File: config.mk
export PLATFORM = sky130hd
export DESIGN_NAME = gnn_aggregator
export DESIGN_NICKNAME = d
export VERILOG_FILES = /design/src/rtl/gnn_aggregator.sv
export SDC_FILE = /design/constraint.sdc
export NUM_CORES = 1
export LEC_CHECK = 0
export BUFFER_PORTS_ARGS = -buffer_cell sky130_fd_sc_hd__clkbuf_2
export CAP_MARGIN = 5
export CORE_MARGIN = 5
export CORE_UTILIZATION = 59
export CTS_CLUSTER_SIZE = 10
export DETAILED_ROUTE_END_ITERATION = 12
export HOLD_SLACK_MARGIN = 0.08
export PLACE_DENSITY = 0.92
export SLEW_MARGIN = 10
export SYNTH_ARGS = -nofsm -noshare
export SYNTH_HDL_FRONTEND = slang
export SYNTH_SLANG_ARGS = --single-unit
File: constraint.sdc
create_clock -name clk -period 5.2 [get_ports clk]
set_input_delay 0.26 -clock clk [delete_from_list [all_inputs] [get_ports clk]]
set_output_delay 0.26 -clock clk [all_outputs]
set_load 0.05 [all_outputs]
File: src/rtl/gnn_aggregator.sv
// Neighbour feature aggregator: sums the 4-lane feature beats of one graph node
// with per-lane saturation and emits a one-cycle result pulse for the dnn stage.
module gnn_aggregator #(
  parameter int DATA_W  = 21,
  parameter int MAX_DEG = 16,
  parameter int CNT_W   = 5
) (
  input  logic                     clk,
  input  logic                     rst_n,
  input  logic                     feat_valid,
  input  logic                     feat_last,
  input  logic signed [DATA_W-1:0] f0,
  input  logic signed [DATA_W-1:0] f1,
  input  logic signed [DATA_W-1:0] f2,
  input  logic signed [DATA_W-1:0] f3,
  output logic                     feat_ready,
  output logic signed [DATA_W-1:0] x0,
  output logic signed [DATA_W-1:0] x1,
  output logic signed [DATA_W-1:0] x2,
  output logic signed [DATA_W-1:0] x3,
  output logic                     out_ready,
  output logic [CNT_W-1:0]         deg,
  output logic                     sat,
  output logic                     deg_ovf
);

  typedef enum logic [1:0] {
    IDLE  = 2'd0,
    ACC   = 2'd1,
    EMIT  = 2'd2,
    DRAIN = 2'd3
  } state_t;

  localparam logic signed [DATA_W-1:0] MAX_V = {1'b0, {(DATA_W-1){1'b1}}};
  localparam logic signed [DATA_W-1:0] MIN_V = {1'b1, {(DATA_W-1){1'b0}}};
  localparam logic [CNT_W-1:0]         ONE   = {{(CNT_W-1){1'b0}}, 1'b1};
  localparam logic [CNT_W-1:0]         CAP   = CNT_W'(MAX_DEG);

  // Returns {clamped, value}: widen by one bit, then clamp on sign disagreement.
  function automatic logic [DATA_W:0] sat_add(input logic signed [DATA_W-1:0] a,
                                              input logic signed [DATA_W-1:0] b);
    logic signed [DATA_W:0] s;
    s = {a[DATA_W-1], a} + {b[DATA_W-1], b};
    if (s[DATA_W] != s[DATA_W-1]) begin
      if (s[DATA_W]) sat_add = {1'b1, MIN_V};
      else           sat_add = {1'b1, MAX_V};
    end else begin
      sat_add = {1'b0, s[DATA_W-1:0]};
    end
  endfunction

  state_t                    state, next_state;
  logic signed [DATA_W-1:0]  acc [4];
  logic signed [DATA_W-1:0]  next_acc [4];
  logic signed [DATA_W-1:0]  f_in [4];
  logic signed [DATA_W-1:0]  sum_val [4];
  logic [3:0]                sum_clamp;
  logic [CNT_W-1:0]          cnt, next_cnt, cnt_inc;
  logic                      node_sat, next_node_sat;
  logic                      trunc, next_trunc;
  logic                      do_emit, accept;

  assign f_in[0]    = f0;
  assign f_in[1]    = f1;
  assign f_in[2]    = f2;
  assign f_in[3]    = f3;
  assign feat_ready = rst_n & (state != EMIT);
  assign accept     = feat_valid & feat_ready;
  assign cnt_inc    = cnt + ONE;

  // Saturating lane sums of the running accumulator and the incoming beat.
  always_comb begin
    for (int i = 0; i < 4; i++) begin
      {sum_clamp[i], sum_val[i]} = sat_add(acc[i], f_in[i]);
    end
  end

  // Next-state, accumulator and emit decision.
  always_comb begin
    next_state    = state;
    next_cnt      = cnt;
    next_node_sat = node_sat;
    next_trunc    = trunc;
    do_emit       = 1'b0;
    for (int i = 0; i < 4; i++) next_acc[i] = acc[i];
    case (state)
      IDLE: begin
        if (accept) begin
          for (int i = 0; i < 4; i++) next_acc[i] = f_in[i];
          next_cnt      = ONE;
          next_node_sat = 1'b0;
          do_emit       = feat_last;
          next_state    = feat_last ? EMIT : ACC;
        end else begin
          next_state = IDLE;
        end
      end
      ACC: begin
        if (accept) begin
          for (int i = 0; i < 4; i++) next_acc[i] = sum_val[i];
          next_cnt      = cnt_inc;
          next_node_sat = node_sat | (|sum_clamp);
          if (feat_last) begin
            do_emit    = 1'b1;
            next_state = EMIT;
          end else if (cnt_inc == CAP) begin
            // Degree cap hit without an end marker: emit now, drop the rest.
            next_trunc = 1'b1;
            do_emit    = 1'b1;
            next_state = EMIT;
          end else begin
            next_state = ACC;
          end
        end else begin
          next_state = ACC;
        end
      end
      EMIT: begin
        next_trunc = 1'b0;
        next_state = trunc ? DRAIN : IDLE;
      end
      DRAIN: begin
        if (accept && feat_last) next_state = IDLE;
        else                     next_state = DRAIN;
      end
      default: begin
        next_state = IDLE;
      end
    endcase
  end

  // State, accumulator and registered output update.
  always_ff @(posedge clk) begin
    if (!rst_n) begin
      state     <= IDLE;
      for (int i = 0; i < 4; i++) acc[i] <= {DATA_W{1'b0}};
      cnt       <= {CNT_W{1'b0}};
      node_sat  <= 1'b0;
      trunc     <= 1'b0;
      x0        <= {DATA_W{1'b0}};
      x1        <= {DATA_W{1'b0}};
      x2        <= {DATA_W{1'b0}};
      x3        <= {DATA_W{1'b0}};
      out_ready <= 1'b0;
      deg       <= {CNT_W{1'b0}};
      sat       <= 1'b0;
      deg_ovf   <= 1'b0;
    end else begin
      state     <= next_state;
      for (int i = 0; i < 4; i++) acc[i] <= next_acc[i];
      cnt       <= next_cnt;
      node_sat  <= next_node_sat;
      trunc     <= next_trunc;
      out_ready <= do_emit;
      deg_ovf   <= deg_ovf | next_trunc;
      if (do_emit) begin
        x0  <= next_acc[0];
        x1  <= next_acc[1];
        x2  <= next_acc[2];
        x3  <= next_acc[3];
        deg <= next_cnt;
        sat <= next_node_sat;
      end else begin
        x0  <= x0;
        x1  <= x1;
        x2  <= x2;
        x3  <= x3;
        deg <= deg;
        sat <= sat;
      end
    end
  end

endmodule

==> Yosys cells after proc, flatten, opt, wreduce, memory -nomap -nowiden <==
Memory sizes are Yosys's and may differ from the RTL's.
Index checks and enable logic that the tools add are counted.
{ "op_classes": {"n_addsub": 5, "n_eq_ne": 9, "mux": 40, "bitwise_logic": 8, "n_reduce_logical": 3} }
{ "op_table": {"columns": ["operator", "count"], "rows": [
  ["21-bit 2-to-1 mux", 8],
  ["84-bit 2-to-1 mux", 2],
  ["84-bit one-hot mux with 2 select lines", 1],
  ["21-bit by 21-bit adder with 22-bit output", 4],
  ["22-bit 2-to-1 mux", 4],
  ["2-bit 2-to-1 mux", 7],
  ["1-bit 2-to-1 mux", 11],
  ["5-bit 2-to-1 mux", 2],
  ["5-bit one-hot mux with 2 select lines", 1],
  ["2-bit one-hot mux with 4 select lines", 1],
  ["1-bit OR", 6],
  ["1-bit one-hot mux with 2 select lines", 3],
  ["5-bit by 1-bit adder with 5-bit output, second input constant", 1],
  ["5-bit equality test, second input constant", 1],
  ["2-bit equality test, second input constant", 2],
  ["1-bit inequality test", 4],
  ["4-bit OR reduction", 1],
  ["1-bit AND", 2],
  ["2-bit by 1-bit equality test with 1-bit output, second input constant", 1],
  ["2-bit logical NOT", 1],
  ["2-bit inequality test, second input constant", 1],
  ["1-bit logical AND", 1]
]} }
{ "totals": {"reg_bits": 101, "ram_bits": 84, "inputBits": 88, "output_inout_bits": 93, "word_cells": 78, "mem_count": 1} }
{ "mem_list": {"columns": ["memory", "words", "width", "read_ports", "rd_clocked_by_memory_dff", "write_ports", "line_no", "source"], "rows": [
  ["acc", 4, 21, 4, 0, 4, "53", "logic signed [DATA_W-1:0] acc [4];"]
]} }

==> Longest topological paths before layout <==
An unclocked memory read counts as a cell.
{ "logic_depth": {"ltp_word": 8, "ltp_mapped": 20, "ltp_nobuf": 19} }

==> Worst setup path after synthesis <==
OpenSTA, ideal clock, no wires.
{ "synth_timing": {"path_kind": "register to register", "from": "memory acc[1][0]", "to": "register x1[17]", "setup_ps": 130, "t_arrival_ps": 3850, "required_time_ps": 5070, "path_slack_ps": 1220, "path_stages_with_launch": 20, "n_path_buf": 1, "period_less_slack_ps": 3980, "cell_sequence": "dfxtp_1 ha_1 inv_1 fa_1 nor2b_1 o31a_1 o31a_1 o211ai_1 a21boi_0 o21ai_0 a21oi_1 or2_2 xor2_1 ha_1 clkbuf_1 nand3_1 o32ai_1 nor3_2 a222oi_1 a21oi_1"} }
{ "synth_lines": {"columns": ["item", "line_no", "source"], "rows": [
  ["start, declared", "53", null],
  ["end signal, assigned", "141", "x1 <= {DATA_W{1'b0}};"],
  ["end signal, assigned", "158", "x1 <= next_acc[1];"],
  ["end, declared", "18", "output logic signed [DATA_W-1:0] x1,"]
]} }

==> results_dict.tcl <==
set metrics [dict create \
    die_h_um 157 \
    drc 0 \
    viasPerCell 6.55 \
    htree_levels 4 \
    postSynthCellCount 1642 \
    grt_pass1_wl_um 64100 \
    cap_viol_max_count 0 \
    totalWireLength_um 40200 \
    drtIter0Drc 1388 \
    yosys_warnings 0 \
    cts_buffers 17 \
    cp_max_fo 11 \
    ys_ff_latch 185 \
    clkSinkCount 185 \
    start_util_pct 60.1 \
    worst_skew_pair.late_latency_ps 450 \
    worstHoldPathType "input port to register" \
    cts_resized 0 \
    grt_pass1_vias 12800 \
    cts_tree "yes" \
    core-area_sq_mm 0.0211 \
    cts_buffer_depth 2 \
    die_w_um 157 \
    whs_path_depth 3 \
    period_needed_ps 4640 \
    status "finished, final reports clean" \
    final_nets 1948 \
    leakagePower_nw 6.19 \
    slew_viol_final 0 \
    worstSetupPathType "register to register" \
    row_count 53 \
    peakVddDrop_uv 302 \
    worstPathArrival_ps 4930 \
    fill_cells 1754 \
    antenna_left 0 \
    cts_root_buf "clkbuf_16" \
    synth_cell_type_count 87 \
    worst-r2r-cell-count 18 \
    relSlewSlack_pct 23.6 \
    setup.worst_path.start_class "register" \
    tns_ps 0 \
    ys_seq_area_share_pct 29.2 \
    skew_ps 14.9 \
    synth-edff-count 0 \
    setup_viol 0 \
    end_kind "register" \
    fin_crit_sh_pct 89.3 \
    place_congestion 0.988 \
    areaGrowthSynthToFinish_pct 13.2 \
    drtPass1Iterations 7 \
    power_density_mw_per_mm2 434 \
    syn_area_sq_mm 0.0127 \
    synth_nets 1828 \
    final_common_cell "dfxtp_1" \
    layout_common_cells "dfxtp_1 (185), o21ai_0 (184), clkbuf_2 (179), a21oi_1 (171), nor2_1 (168)" \
    vias 13400 \
    tightest_slew_ps 1150 \
    cts.clk_slew.worst_paths_ps 70 \
    rsz0062_at_grt "no" \
    port_buffers 180 \
    routedWlPerCell_um 19.6 \
    die_area_sq_mm 0.0245 \
    p_total_mw 6.23 \
    cp.required_ps 5490 \
    finalHoldViolations 0 \
    grt_max_degree 116 \
    hold_buffers 0 \
    drive_gt1_share_pct 16.1 \
    cts_setup_buffers 0 \
    antenna_found_initial 2 \
    max_clock_freq_mhz 215 \
    grt_overflow 0 \
    avgSynthCellArea_sq_um 7.72 \
    yosys_most_used_dff "dfxtp_1" \
    grtUsageTotal_pct 31.7 \
    dp_hpwl_um 27600 \
    ys_async_sr_fraction_pct 0 \
    io_pins 181 \
]
==> flip-flops by register name, summed over array words and instances (netlist names) <==
register and count:
deg 5, x2 21, x3 21, out_ready 1, node_sat 1, cnt 5
sat 1, deg_ovf 1, x0 21, acc 84, state 2, trunc 1
x1 21
==> final cells by class <==
class	count	area, sq um	share of cell area [%]
diodes	1	2.50	0.0174
clock buffers	19	433	3.01
clock inverters	13	236	1.65
inverters	47	179	1.25
multi-input cells	1312	8410	58.6
flip-flops and latches	185	3700	25.8
well taps	275	344	2.40
repair buffers	199	1050	7.28
==> path summary, 6_finish.rpt <==
| path | slack, ps | endpoint | from |
|---|---|---|---|
| max reg2reg | 560 | x2[1]$_SDFFE_PN0P_ | acc[2][0]$_SDFF_PN0_ |
| min | 130 | acc[2][4]$_SDFF_PN0_ | f2[4] |
| min reg2reg | 470 | x1[2]$_SDFFE_PN0P_ | x1[2]$_SDFFE_PN0P_ |
| max | 560 | x2[1]$_SDFFE_PN0P_ | acc[2][0]$_SDFF_PN0_ |
==> through the flow <==
stage / area (sq um) / hold slack [ps] / std cells / worst slack [ps] / util, %
finish: 14400 / 126 / 2051 / 558 / 68.1
global route: 14400 / 134 / 2051 / 262 / 68.1
CTS: 14400 / 120 / 2050 / 656 / 68.1
detailed placement: 13700 / 458 / 2018 / 641 / 64.9
global placement: 13700 / 447 / 2018 / 806 / 64.9
floorplan: 12700 / 410 / 1642 / 1220 / -
==> critical path: stages (launching register included) <==
cell	delay (ps)
dfxtp_1	340
ha_1	210
inv_1	80
fa_1	210
nand2b_1	140
a21oi_1	70
a211o_1	330
a221o_1	370
a311oi_2	310
o21ai_1	160
a21o_1	210
a21o_1	210
xor2_1	150
ha_1	410
inv_1	330
o21ai_1	220
o21bai_1	220
a222oi_1	380
a21oi_1	130
==> power breakdown <==
part | switching, mW | internal (mW)
Combinational | 2.00 | 0.956
Clock | 0.611 | 0.910
Sequential | 0.143 | 1.61
==> cell families (layout without fill, tap and decap cells) <==
logic type	after synthesis	after routing	share of synthesized area, %
muxes	11	11	0.868
DFF	185	185	29.2
AOI/OAI and AO/OA	648	648	33.4
other	0	1	0
xor gates and xnor gates	68	68	4.70
buffers and inverters	145	278	4.61
adders and majority gates	101	101	10.1
and+or+nand+nor	484	484	17.1
==> routing by layer <==
metal	track usage, %	part of all wire [%]
met1	40.3	40
met2	53.1	47
met3	5.53	9.7
met4	13.5	3.9
met5	0	0.027
==> cell usage after synthesis, types with 7 or more instances <==
cell	n	area, sq um
dfxtp_1	185	3700
o21ai_0	184	921
a21oi_1	171	856
nor2_1	170	638
nand2_1	157	589
ha_1	94	1180
clkbuf_1	71	267
inv_1	44	165
nand3_1	39	195
xnor2_1	38	333
a21o_1	33	248
xor2_1	30	263
a31oi_1	29	181
nor3_1	28	140
a211oi_1	19	143
buf_2	19	95.1
a222oi_1	18	180
and2_1	18	113
a221oi_1	17	149
a22oi_1	17	128
o21a_1	15	113
nand2b_1	13	81.3
o221a_2	12	135
and3_1	11	68.8
mux2i_1	11	110
o21ai_1	11	55.1
nor2b_1	10	62.6
o211ai_1	10	75.1
o221ai_1	9	78.8
a211o_1	7	61.3
nand4_1	7	43.8
o21bai_1	7	52.6
o22ai_1	7	43.8
o31a_1	7	61.3
Power figures use the tool's default switching activity.
